<file path="src/rtl/reg_share_seq.sv">
// -----------------------------------------------------------------------------
// reg_share_seq
//   A single WIDTH-bit storage register shared by two requesters.
//   Each transfer takes three cycles:
//     IDLE    : a request is sampled, the winner is arbitrated, and the winner's
//               data is latched into an internal hold register.
//     CAPTURE : master phase, one cycle.
//     COMMIT  : slave phase, one cycle. The winner's ack is high here.
//               On the edge that leaves COMMIT, hold is copied to Q and the
//               transfer counter increments.
//
// Handshake: a requester raises reqN and keeps it high until its ackN has been
//   high for one cycle. Requests are sampled only in IDLE and are never queued.
//   Dropping reqN after the sampling edge does not abort the transfer. Data is
//   read only at the sampling edge.
//
// Configuration macro: RR_FAIRNESS_EN
//   defined   : a tie goes to the requester that did not own the last commit.
//   undefined : a tie always goes to requester 0.
//
// Ports:
//   clk       clock, rising edge
//   rst       synchronous active-high reset
//   req0/d0   request and data from requester 0
//   req1/d1   request and data from requester 1
//   ack0/ack1 one-cycle transfer-complete strobes
//   busy      high while in CAPTURE or COMMIT
//   owner     requester of the current or most recent transfer
//   Q/Qnot    shared register and its complement
//   xfer_cnt  completed-transfer count, wraps at 256
// -----------------------------------------------------------------------------
module reg_share_seq #(
   parameter int WIDTH = 8
) (
   input  logic             clk,
   input  logic             rst,
   input  logic             req0,
   input  logic [WIDTH-1:0] d0,
   input  logic             req1,
   input  logic [WIDTH-1:0] d1,
   output logic             ack0,
   output logic             ack1,
   output logic             busy,
   output logic             owner,
   output logic [WIDTH-1:0] Q,
   output logic [WIDTH-1:0] Qnot,
   output logic [7:0]       xfer_cnt
);

   typedef enum logic [1:0] {
      IDLE    = 2'd0,
      CAPTURE = 2'd1,
      COMMIT  = 2'd2
   } state_t;

   state_t           state;
   state_t           state_nxt;
   logic [WIDTH-1:0] hold;
   logic             win;
   logic             start;

`ifdef RR_FAIRNESS_EN
   // Owner of the most recent commit; reset to 1 so requester 0 wins the
   // first tie after reset.
   logic last_owner;
`endif

   // Arbitration and next-state logic. ack and busy are decoded straight
   // from the state register.
   always_comb begin
      win       = 1'b0;
      state_nxt = state;
      ack0      = 1'b0;
      ack1      = 1'b0;
      busy      = 1'b0;
      start     = 1'b0;

      if (req0 && req1) begin
`ifdef RR_FAIRNESS_EN
         win = ~last_owner;
`else
         win = 1'b0;
`endif
      end else if (req1) begin
         win = 1'b1;
      end

      case (state)
         IDLE: begin
            if (req0 || req1) begin
               state_nxt = CAPTURE;
               start     = 1'b1;
            end
         end
         CAPTURE: begin
            busy      = 1'b1;
            state_nxt = COMMIT;
         end
         COMMIT: begin
            busy      = 1'b1;
            ack0      = ~owner;
            ack1      = owner;
            state_nxt = IDLE;
         end
         default: state_nxt = IDLE;
      endcase
   end

   always_ff @(posedge clk) begin
      if (rst) begin
         state    <= IDLE;
         hold     <= '0;
         Q        <= '0;
         owner    <= 1'b1;
         xfer_cnt <= 8'd0;
`ifdef RR_FAIRNESS_EN
         last_owner <= 1'b1;
`endif
      end else begin
         state <= state_nxt;
         if (start) begin
            owner <= win;
            hold  <= win ? d1 : d0;
         end
         if (state == COMMIT) begin
            Q        <= hold;
            xfer_cnt <= xfer_cnt + 8'd1;
`ifdef RR_FAIRNESS_EN
            last_owner <= owner;
`endif
         end
      end
   end

   assign Qnot = ~Q;

endmodule

</file>
<file path="config.mk">
export PLATFORM = sky130hd
export DESIGN_NAME = reg_share_seq
export DESIGN_NICKNAME = d
export VERILOG_FILES = /design/src/rtl/reg_share_seq.sv
export SDC_FILE = /design/constraint.sdc
export NUM_CORES = 1
export LEC_CHECK = 0
export ABC_AREA = 1
export CORE_MARGIN = 1
export CORE_UTILIZATION = 35
export CTS_BUF_LIST = sky130_fd_sc_hd__clkbuf_8
export DETAILED_ROUTE_END_ITERATION = 8
export GPL_ROUTABILITY_DRIVEN = 0
export GPL_TIMING_DRIVEN = 0
export HOLD_SLACK_MARGIN = 0.08
export PLACE_DENSITY_LB_ADDON = 0.3
export SYNTH_ARGS = -nofsm -noshare
export SYNTH_HDL_FRONTEND = slang
export SYNTH_SLANG_ARGS = --single-unit
</file>
<file path="constraint.sdc">
create_clock -name clk -period 2.4 [get_ports clk]
set_input_delay 0.48 -clock clk [delete_from_list [all_inputs] [get_ports clk]]
set_output_delay 0.48 -clock clk [all_outputs]
set_load 0.01 [all_outputs]
</file>
==> impl_metrics.yaml <==
status:
  outcome: "completed"
sta:
  fmax_mhz: 491
  tightest_slew_ps: 268
  rsz0062_at_grt: "no"
  setup_viol: 0
  slew_headroom_pct: 82.2
  fin_tns_setup_ps: 0
  clock_skew_ps: 1.59
  fin_crit_sh_pct: 84.9
  timing.final.ws_setup_ps: 363
  period_needed_ps: 2040
  hold_viol_final: 0
  finalMaxSlewViolations: 0
  hold-worst-slack_ps: 473
global_routing:
  grt_pass1_vias: 943
  grt_use_total_pct: 14.5
  grt_max_degree: 15
  grt_pass1_wl_um: 4010
  antenna_found_initial: 0
  grt_overflow_total: 0
logic_synthesis:
  avgSynthCellArea_um2: 7.15
  yosys.cell_types.count: 21
  syn-cell-area_um2: 1240
  synth_top_area_share_pct: 43.4
  synth.area.top_cells: "dfxtp_1 43%, nor2_1 10%, inv_1 8.4%, nand2_1 8.1%, o21ai_0 8.0%"
  seq_area_frac_synth_pct: 43.4
  yosys_warnings: 0
  synth_fp_nets: 198
  yosysTopAreaCell: "dfxtp_1"
  synth_seq_cells: 27
  synthCells: 174
cts:
  cts_max_level: 1
  cts_root_buffer: "clkbuf_8"
  cts_setup_buffers: 0
  worstSkewPairLatency_ps: 270
  cts_tree: "yes"
  path_clk_slew_ps: 90
  numClockSinks: 27
  clk_path_buf_depth: 2
  numCtsBuffers: 3
finish:
  syn_to_final_growth_pct: 47.2
  final_net_count: 250
  antenna_cells: 0
  multi_input_area_um2: 569
  seq_area_um2: 541
  drive_gt1_share_pct: 7.56
  n_fill_cell: 357
flow_run:
  cap_violations: 0
critical_path:
  regToRegStartpoint: "state[1]"
  worst-path-max-fanout: 3
  crit_cells: 3
  path_cells: "inv_1 > ha_1 > clkdlybuf4s50_1"
  crit_start: "state[1]"
  cp_slowest_cell: "clkdlybuf4s50_1"
  cp_top_family: "buffers and inverters"
  path_buf_inv: 2
  worstRegToRegCells: 7
  cp-start-kind: "flip-flop"
  required_ps: 1920
  cp.arrival_ps: 1560
  cp-end-kind: "primary output"
  crit-reg2reg-capture: "hold[1]"
  ff2ff_setup_slack_ps: 1010
  path_class: "flip-flop to primary output"
  max_stage_delay_ps: 530
floorplan:
  dieArea_um2: 3800
  core_um2: 3360
  die_y_um: 61.6
  initial_utilization_pct: 37.0
  io_pins: 48
  fp-row-count: 21
  die_w_um: 61.6
min_path:
  hold_path.class: "flip-flop to flip-flop"
  holdPathEnd: "Q[2]"
  hold_start: "Q[2]"
  min_path_cells: 2
power_and_ir_drop:
  peakVddDrop_mv: 0.193
  p_leak_nw: 0.803
  p_per_area_nw_per_um2: 539
route:
  drtIter0Drc: 26
  antenna_left: 0
  via_count: 1171
  drc: 0
  drtPass1Iterations: 4
  wl_per_cell_um: 9.14
  wirelength_um: 2480
  via_per_inst: 4.32
place:
  pre_cts_ws_ps: 114
  dpl.hpwl_um: 1930
  numPortBuffers: 47
[cell usage after synthesis (all sizes together)]
| library cell | number |
|---|---|
| a211oi | 1 |
| buf | 4 |
| nand3 | 5 |
| o211ai | 1 |
| nor3 | 1 |
| o21ai | 20 |
| ha | 4 |
| inv | 29 |
| clkbuf | 1 |
| dfxtp | 27 |
| nand2 | 28 |
| nor2 | 38 |
| nand4 | 1 |
| a21oi | 14 |
[layout make-up]
cell class / count / share of cell area, %
buffer: 5 / 2.12
clock buffer: 3 / 2.25
clock inverter: 1 / 0.205
inverter: 29 / 5.94
multi-input combinational: 113 / 31.1
sequential: 27 / 29.5
tap: 46 / 3.14
timing repair buffer: 47 / 25.8
[stage by stage]
| step | utilization [%] | total power, mW | std cells | area [um^2] |
|---|---|---|---|---|
| after floorplan | - | 0.628 | 174 | 1240 |
| after global placement | 52.7 | 0.737 | 267 | 1770 |
| after detailed placement | 52.7 | 0.740 | 267 | 1770 |
| after CTS | 54.4 | 0.996 | 271 | 1830 |
| after global routing | 54.5 | 1.04 | 271 | 1830 |
| final | 54.5 | 0.988 | 271 | 1830 |
[layer usage]
| layer | wire length [um] | vias to the layer above | GRT usage [%] |
|---|---|---|---|
| met5 | 0 | - | 0 |
| met4 | 63 | 0 | 7.62 |
| met3 | 84 | 5 | 3.15 |
| met2 | 1120 | 29 | 22.6 |
| met1 | 1210 | 496 | 18.9 |
| li1 | - | 641 | - |
[repair_timing]
item,4_1_cts,5_1_grt
hold buffers,0,0
gates resized for setup,3,1
endpoints found under the setup margin,1,1
gates cloned,0,0
[registers in the layout (all words and copies together), names as in the netlist]
register / count
Q: 8
hold: 8
owner: 1
state: 2
xfer_cnt: 8
[worst max-delay path by stage]
stage	end	slack, ps
2_1_floorplan	ack0	790
3_3_place_gp	ack0	120
3_5_place_dp	ack0	110
4_1_cts	ack0	40
5_1_grt	busy	290
6_report	busy	360
[where the power goes]
| part | switching (mW) | internal, mW | total, mW |
|---|---|---|---|
| logic | 0.106 | 0.121 | 0.227 |
| registers | 0.0200 | 0.483 | 0.503 |
| clock network | 0.143 | 0.115 | 0.258 |
[worst register-to-register path, stage by stage (launching register included)]
cell,delay (ps)
dfxtp_1,410
inv_1,80
ha_1,210
inv_1,140
nor2_4,90
buf_6,140
o21ai_0,160
nor2_1,60
[cell families (layout without fill, tap and decap cells)]
kind of cell | count (synthesis) | in the layout | share of synthesized area (%)
compound gates | 36 | 36 | 14.9
buf+inv | 34 | 85 | 11.9
fa+ha+maj | 4 | 4 | 4.02
flops | 27 | 27 | 43.4
simple gates | 73 | 73 | 25.8
[placed cells by master, fill, tap and decap left out]
master and n:
a211oi_1 1, a21oi_1 14, buf_2 1, buf_4 1
buf_6 2, clkbuf_1 1, clkbuf_8 3, clkdlybuf4s50_1 46
dfxtp_1 27, dlymetal6s2s_1 1, ha_1 3, ha_4 1
inv_1 28, inv_2 2, nand2_1 27, nand2_2 1
nand3_1 3, nand3_2 2, nand4_1 1, nor2_1 34
nor2_2 1, nor2_4 3, nor3_1 1, o211ai_1 1
o21ai_0 20
Power figures use the tool's default switching activity.
